[config.mk]
export PLATFORM = sky130hd
export DESIGN_NAME = id_ex_stage
export DESIGN_NICKNAME = d
export VERILOG_FILES = /design/src/rtl/id_ex_stage_pkg.sv /design/src/rtl/id_bypass_mux.sv /design/src/rtl/id_ex_stage.sv
export SDC_FILE = /design/constraint.sdc
export NUM_CORES = 1
export LEC_CHECK = 0
export CAP_MARGIN = 5
export CORE_MARGIN = 5
export CORE_UTILIZATION = 44
export CTS_CLUSTER_SIZE = 16
export DETAILED_ROUTE_END_ITERATION = 8
export GPL_ROUTABILITY_DRIVEN = 0
export PLACE_DENSITY = 0.89
export SLEW_MARGIN = 20
export SYNTH_ARGS = -nofsm -noshare
export SYNTH_HDL_FRONTEND = slang
export SYNTH_SLANG_ARGS = --single-unit
[constraint.sdc]
create_clock -name Clk -period 4.3 [get_ports Clk]
set_clock_uncertainty 0.05 [all_clocks]
set_input_delay 0.43 -clock Clk [delete_from_list [all_inputs] [get_ports Clk]]
set_output_delay 0.43 -clock Clk [all_outputs]
set_load 0.01 [all_outputs]
[src/rtl/id_ex_stage_pkg.sv]
// Shared ID/EX definitions: control-word width, field positions and small field helpers.
// Control word layout: {RegWrite,MemRead,MemWrite,MemToReg,ALUSrc,RegDst,ALUOp[3:0]}.
package id_ex_stage_pkg;

  localparam int ALUOP_WIDTH   = 4;
  localparam int CTRL_WIDTH    = 6 + ALUOP_WIDTH;

  localparam int CTRL_REGWRITE = 9;
  localparam int CTRL_MEMREAD  = 8;
  localparam int CTRL_MEMWRITE = 7;
  localparam int CTRL_MEMTOREG = 6;
  localparam int CTRL_ALUSRC   = 5;
  localparam int CTRL_REGDST   = 4;
  localparam int CTRL_ALUOP_HI = ALUOP_WIDTH - 1;
  localparam int CTRL_ALUOP_LO = 0;

  function automatic logic ctrlIsLoad(input logic [CTRL_WIDTH-1:0] ctrl);
    return ctrl[CTRL_MEMREAD];
  endfunction

endpackage

[src/rtl/id_bypass_mux.sv]
// Operand select for one register-file read port: forwards same-cycle writeback data
// and forces the hardwired zero register when enabled.
module id_bypass_mux
  import id_ex_stage_pkg::*;
#(
  parameter int REG_SELECT_WIDTH = 5,
  parameter int DATA_WIDTH       = 32,
  parameter bit ZERO_REG_EN      = 1'b1
) (
  input  logic [REG_SELECT_WIDTH-1:0] ReadSelect,
  input  logic [DATA_WIDTH-1:0]       ReadData,
  input  logic [REG_SELECT_WIDTH-1:0] WriteSelect,
  input  logic [DATA_WIDTH-1:0]       WriteData,
  input  logic                        WriteEnable,
  output logic [DATA_WIDTH-1:0]       Operand
);

  logic isZeroReg_s;

  // Zero register wins over any writeback aimed at it.
  always_comb begin
    isZeroReg_s = ZERO_REG_EN && (ReadSelect == '0);
    if (isZeroReg_s) begin
      Operand = '0;
    end else if (WriteEnable && (WriteSelect == ReadSelect)) begin
      Operand = WriteData;
    end else begin
      Operand = ReadData;
    end
  end

endmodule

[src/rtl/id_ex_stage.sv]
// ID/EX pipeline register with writeback bypass, load-use hazard detection,
// bubble insertion and a saturating hazard-bubble counter.
module id_ex_stage
  import id_ex_stage_pkg::*;
#(
  parameter int REG_SELECT_WIDTH = 5,
  parameter int DATA_WIDTH       = 32,
  parameter bit ZERO_REG_EN      = 1'b1,
  parameter int CNT_WIDTH        = 16
) (
  input  logic                        Clk,
  input  logic                        Reset,
  input  logic [DATA_WIDTH-1:0]       ReadData1,
  input  logic [DATA_WIDTH-1:0]       ReadData2,
  input  logic [REG_SELECT_WIDTH-1:0] ReadSelect1,
  input  logic [REG_SELECT_WIDTH-1:0] ReadSelect2,
  input  logic [REG_SELECT_WIDTH-1:0] IdRd,
  input  logic                        IdUsesRt,
  input  logic [DATA_WIDTH-1:0]       IdImm,
  input  logic [CTRL_WIDTH-1:0]       IdCtrl,
  input  logic                        IdValid,
  input  logic [DATA_WIDTH-1:0]       WriteData,
  input  logic [REG_SELECT_WIDTH-1:0] WriteSelect,
  input  logic                        WriteEnable,
  input  logic                        Stall,
  input  logic                        Flush,
  output logic                        HazardStall,
  output logic [DATA_WIDTH-1:0]       ExA,
  output logic [DATA_WIDTH-1:0]       ExB,
  output logic [DATA_WIDTH-1:0]       ExImm,
  output logic [REG_SELECT_WIDTH-1:0] ExRs,
  output logic [REG_SELECT_WIDTH-1:0] ExRt,
  output logic [REG_SELECT_WIDTH-1:0] ExRd,
  output logic [CTRL_WIDTH-1:0]       ExCtrl,
  output logic                        ExValid,
  output logic [CNT_WIDTH-1:0]        BubbleCount
);

  logic [DATA_WIDTH-1:0]       opA_s, opB_s;
  logic                        hazard_s;
  logic [DATA_WIDTH-1:0]       exA_r, exB_r, exImm_r;
  logic [REG_SELECT_WIDTH-1:0] exRs_r, exRt_r, exRd_r;
  logic [CTRL_WIDTH-1:0]       exCtrl_r;
  logic                        exValid_r;
  logic [CNT_WIDTH-1:0]        bubbleCount_r;

  id_bypass_mux #(
    .REG_SELECT_WIDTH(REG_SELECT_WIDTH), .DATA_WIDTH(DATA_WIDTH), .ZERO_REG_EN(ZERO_REG_EN)
  ) uBypassA (
    .ReadSelect(ReadSelect1), .ReadData(ReadData1), .WriteSelect(WriteSelect),
    .WriteData(WriteData), .WriteEnable(WriteEnable), .Operand(opA_s)
  );

  id_bypass_mux #(
    .REG_SELECT_WIDTH(REG_SELECT_WIDTH), .DATA_WIDTH(DATA_WIDTH), .ZERO_REG_EN(ZERO_REG_EN)
  ) uBypassB (
    .ReadSelect(ReadSelect2), .ReadData(ReadData2), .WriteSelect(WriteSelect),
    .WriteData(WriteData), .WriteEnable(WriteEnable), .Operand(opB_s)
  );

  // Load-use check against the load currently in EX; zero latency so IF/ID can hold now.
  always_comb begin
    hazard_s = exValid_r && ctrlIsLoad(exCtrl_r) && (exRt_r != '0) && IdValid &&
               ((exRt_r == ReadSelect1) || (IdUsesRt && (exRt_r == ReadSelect2)));
  end

  // Pipeline register update: Reset > Flush > Stall > hazard bubble > load.
  always_ff @(posedge Clk) begin
    if (Reset || Flush || (!Stall && hazard_s)) begin
      exA_r     <= '0;
      exB_r     <= '0;
      exImm_r   <= '0;
      exRs_r    <= '0;
      exRt_r    <= '0;
      exRd_r    <= '0;
      exCtrl_r  <= '0;
      exValid_r <= 1'b0;
    end else if (Stall) begin
      exA_r     <= exA_r;
      exValid_r <= exValid_r;
    end else begin
      exA_r     <= opA_s;
      exB_r     <= opB_s;
      exImm_r   <= IdImm;
      exRs_r    <= ReadSelect1;
      exRt_r    <= ReadSelect2;
      exRd_r    <= IdRd;
      exCtrl_r  <= IdValid ? IdCtrl : '0;
      exValid_r <= IdValid;
    end
  end

  // Bubble counter only counts hazard bubbles that are not masked by Flush or Stall.
  always_ff @(posedge Clk) begin
    if (Reset) begin
      bubbleCount_r <= '0;
    end else if (!Flush && !Stall && hazard_s && (bubbleCount_r != '1)) begin
      bubbleCount_r <= bubbleCount_r + {{(CNT_WIDTH-1){1'b0}}, 1'b1};
    end else begin
      bubbleCount_r <= bubbleCount_r;
    end
  end

  assign HazardStall = hazard_s;
  assign ExA         = exA_r;
  assign ExB         = exB_r;
  assign ExImm       = exImm_r;
  assign ExRs        = exRs_r;
  assign ExRt        = exRt_r;
  assign ExRd        = exRd_r;
  assign ExCtrl      = exCtrl_r;
  assign ExValid     = exValid_r;
  assign BubbleCount = bubbleCount_r;

endmodule

==> results.py <==
metrics = {
    "status": {
        "status": "finished, final reports clean",
    },
    "timing": {
        "min_period_over_period": 0.689,
        "relSlewSlack": 0.393,
        "period_needed_ns": 2.96,
        "finalSetupTns_ns": 0,
        "fmax_mhz": 337,
        "maxSlewViolCount": 0,
        "whs_ns": 0.434,
        "rsz0062_at_grt": "no",
        "setup_viol": 0,
        "hold_viol_final": 0,
        "max_slew.worst_pin.slew_ns": 0.911,
    },
    "power_and_ir_drop": {
        "intPower_mw": 2.54,
        "seq_power_share": 0.408,
        "p_per_area_nw_per_um2": 333,
        "power.switching_uw": 741,
        "peakVddDrop_v": 0.000236,
        "pwr-share-comb": 0.150,
        "power.share.clock": 0.442,
        "p_leak_nw": 3.67,
        "swShare": 0.226,
    },
    "setup_path": {
        "cp-endpoint": "HazardStall",
        "r2r_end": "BubbleCount[15]",
        "crit_slowest_cell": "clkdlybuf4s50_1",
        "endpoint_kind": "output pin",
        "rrSetupSlack_ns": 1.78,
        "crit_path_start": "ReadSelect1[0]",
        "worstPathArrival_ns": 2.48,
        "crit_required_ns": 3.82,
        "slowest_delay_ns": 0.59,
        "crit_path_start_kind": "input pin",
        "worstPathMaxFanout": 5,
        "worstPathCellList": "clkdlybuf4s50_1, xor2_1, nor3_1, nand3_1, a21oi_2, clkdlybuf4s50_1",
        "crit_top_cell": "clkdlybuf4s50_1",
        "r2r_start": "ExRt[2]",
        "reg2reg_depth": 6,
        "criticalPathCategory": "input pin to output pin",
    },
    "synthesis": {
        "synthTopCellsByArea": "dfxtp_1 (45%), mux2i_1 (18%), a2bb2oi_1 (9.1%), nor2_1 (7.9%), xor2_1 (2.1%)",
        "synth-compound-area-share": 0.134,
        "yosys-top-cells-count": "dfxtp_1 (138), nor2_1 (130), mux2i_1 (112), a2bb2oi_1 (64), clkbuf_1 (30)",
        "yosysMostFrequentCell": "dfxtp_1",
        "synth_top_cell_by_area": "dfxtp_1",
        "synth_area_per_cell_um2": 10.1,
        "yosys_warnings": 0,
        "syn_inst": 608,
        "synth_xor_area_frac": 0.0313,
        "synthAdderAreaFrac": 0.00203,
        "synth_cell_types": 39,
        "synth_top_family_by_area": "multiplexers",
        "synth-edff-count": 0,
        "syn_area_um2": 6170,
        "ys_async_sr_fraction": 0,
        "ys_seq_elements": 138,
        "ys_seq_area_frac": 0.448,
        "synth-simple-area-share": 0.146,
        "synthFlopType": "dfxtp_1",
        "synthMuxAreaShare": 0.196,
        "synth_top_area_share": 0.448,
        "synth.net_count": 774,
    },
    "floorplan": {
        "rows": 43,
        "core_region_area_um2": 13800,
        "die_area_um2": 16500,
        "pin_count": 304,
        "fp.dieH_um": 128,
        "fp.dieW_um": 128,
        "start_util": 0.446,
    },
    "final_layout": {
        "seqCellArea_um2": 2760,
        "fillCellCount": 1003,
        "finalNonFillerCells": 1083,
        "syn_to_final_growth_pct": 59.7,
        "drive_gt1_frac": 0.0720,
        "design_area_um2": 9850,
        "diodes": 0,
        "multiInputGateArea_um2": 3160,
        "layout.nets": 1058,
        "fin_util": 0.712,
    },
    "placed_design": {
        "dpl_cell_area_um2": 9260,
        "io_buffers": 303,
        "hpwl_um": 14500,
        "dp_cells": 1053,
    },
    "flow_run": {
        "max-cap-violations": 0,
    },
    "cts": {
        "cts_tree": "built",
        "clk_pin_slew_ns": 0.05,
        "post_cts_resized": 0,
        "cts_root_buffer": "clkbuf_16",
        "clk_latency_ns": 0.42,
        "postCtsHoldBufs": 0,
        "htreeDepth": 4,
        "cts_num_sinks": 138,
        "cts_buffer_depth": 2,
        "post_cts_buffers": 0,
        "cts_buffers": 17,
    },
    "drt": {
        "via_count": 5666,
        "routedWlPerCell_um": 18.6,
        "ant_nets": 0,
        "drc": 0,
        "routed_via_density": 5.23,
        "first_pass_iters": 4,
        "wirelength_um": 20100,
        "dr.first_iter.drc_count": 391,
    },
    "grt": {
        "grt_usage": 0.238,
        "grt-busiest-layer": "met2",
        "antenna_found_initial": 0,
        "grt_max_degree": 69,
        "grt_overflow": 0,
        "grt_use_met3": 0.0793,
        "gr-usage-met1": 0.275,
        "grt_pass1_vias": 5831,
        "grtUsageMet2": 0.413,
        "grt_pass1_wl_um": 30800,
    },
    "min_path": {
        "min_path_type": "register to register",
    },
}
==> worst min path at each step <==
stage          endpoint  depth (start not counted)     from  slack, ns
3_5_place_dp    ExA[15]                          2  ExA[15]       0.42
2_1_floorplan    ExA[0]                          2   ExA[0]       0.47
6_report        ExA[15]                          2  ExA[15]       0.43
4_1_cts         ExA[15]                          2  ExA[15]       0.44
5_1_grt         ExA[15]                          2  ExA[15]       0.46
3_3_place_gp     ExA[2]                          2   ExA[2]       0.41
==> routing by layer <==
| metal | routed length, µm | vias to the layer above |
|---|---|---|
| li1 | - | 2724 |
| met1 | 7800 | 2690 |
| met2 | 10200 | 223 |
| met3 | 1640 | 29 |
| met4 | 433 | 0 |
| met5 | 0 | - |
==> cell usage in the layout (no fill, tap or decap), types with 4 or more instances in the layout <==
master / instances
clkdlybuf4s50_1: 302
dfxtp_1: 138
nor2_1: 130
mux2i_1: 112
a2bb2oi_1: 64
clkbuf_16: 17
xor2_1: 15
nor2_4: 10
nor2b_1: 10
a22oi_1: 10
nand3_1: 8
buf_4: 8
xnor2_1: 7
mux2_1: 7
nand4_1: 5
clkinv_2: 5
or4_1: 4
nand2_1: 4
a21oi_1: 4
==> power groups by stage <==
stage	clock network, mW	registers (mW)	logic, mW
6_report	1.45	1.34	0.494
5_1_grt	1.54	1.34	0.526
4_1_cts	1.48	1.34	0.497
3_5_place_dp	0	1.36	0.492
3_3_place_gp	0	1.36	0.484
2_1_floorplan	0	1.38	0.205
==> kinds of logic after synthesis <==
family                     after synthesis
adders and majority gates                1
AOI/OAI and AO/OA                       93
buffers and inverters                   49
and+or+nand+nor                        185
DFF                                    138
muxes                                  120
xor gates and xnor gates                22
==> area by class of cell <==
type / count / area share
multi-input cells: 421 / 0.321
repair buffers: 311 / 0.315
flip-flops and latches: 138 / 0.281
clock buffers: 21 / 0.0468
well taps: 180 / 0.0229
clock inverters: 9 / 0.0125
inverters: 3 / 0.00114
==> state kept, by name, indices dropped and copies added, names as in the netlist <==
| register | flops |
|---|---|
| ExA | 32 |
| ExB | 32 |
| ExImm | 32 |
| BubbleCount | 16 |
| ExCtrl | 10 |
| ExRd | 5 |
| ExRs | 5 |
| ExRt | 5 |
| ExValid | 1 |
==> critical path, delay by kind of cell <==
kind,cells,cell delay (ns)
AND/OR/NAND/NOR,2,0.48
XOR/XNOR,1,0.19
AO/OA/AOI/OAI,1,0.26
buffers and inverters,2,1.11
==> through the flow <==
step	setup slack, ns	total power, mW
2_1_floorplan	1.97	1.58
3_5_place_dp	1.20	1.86
4_1_cts	1.32	3.31
5_1_grt	1.21	3.41
3_3_place_gp	1.21	1.85
6_report	1.34	3.28
(Power assumes the default switching activity.)
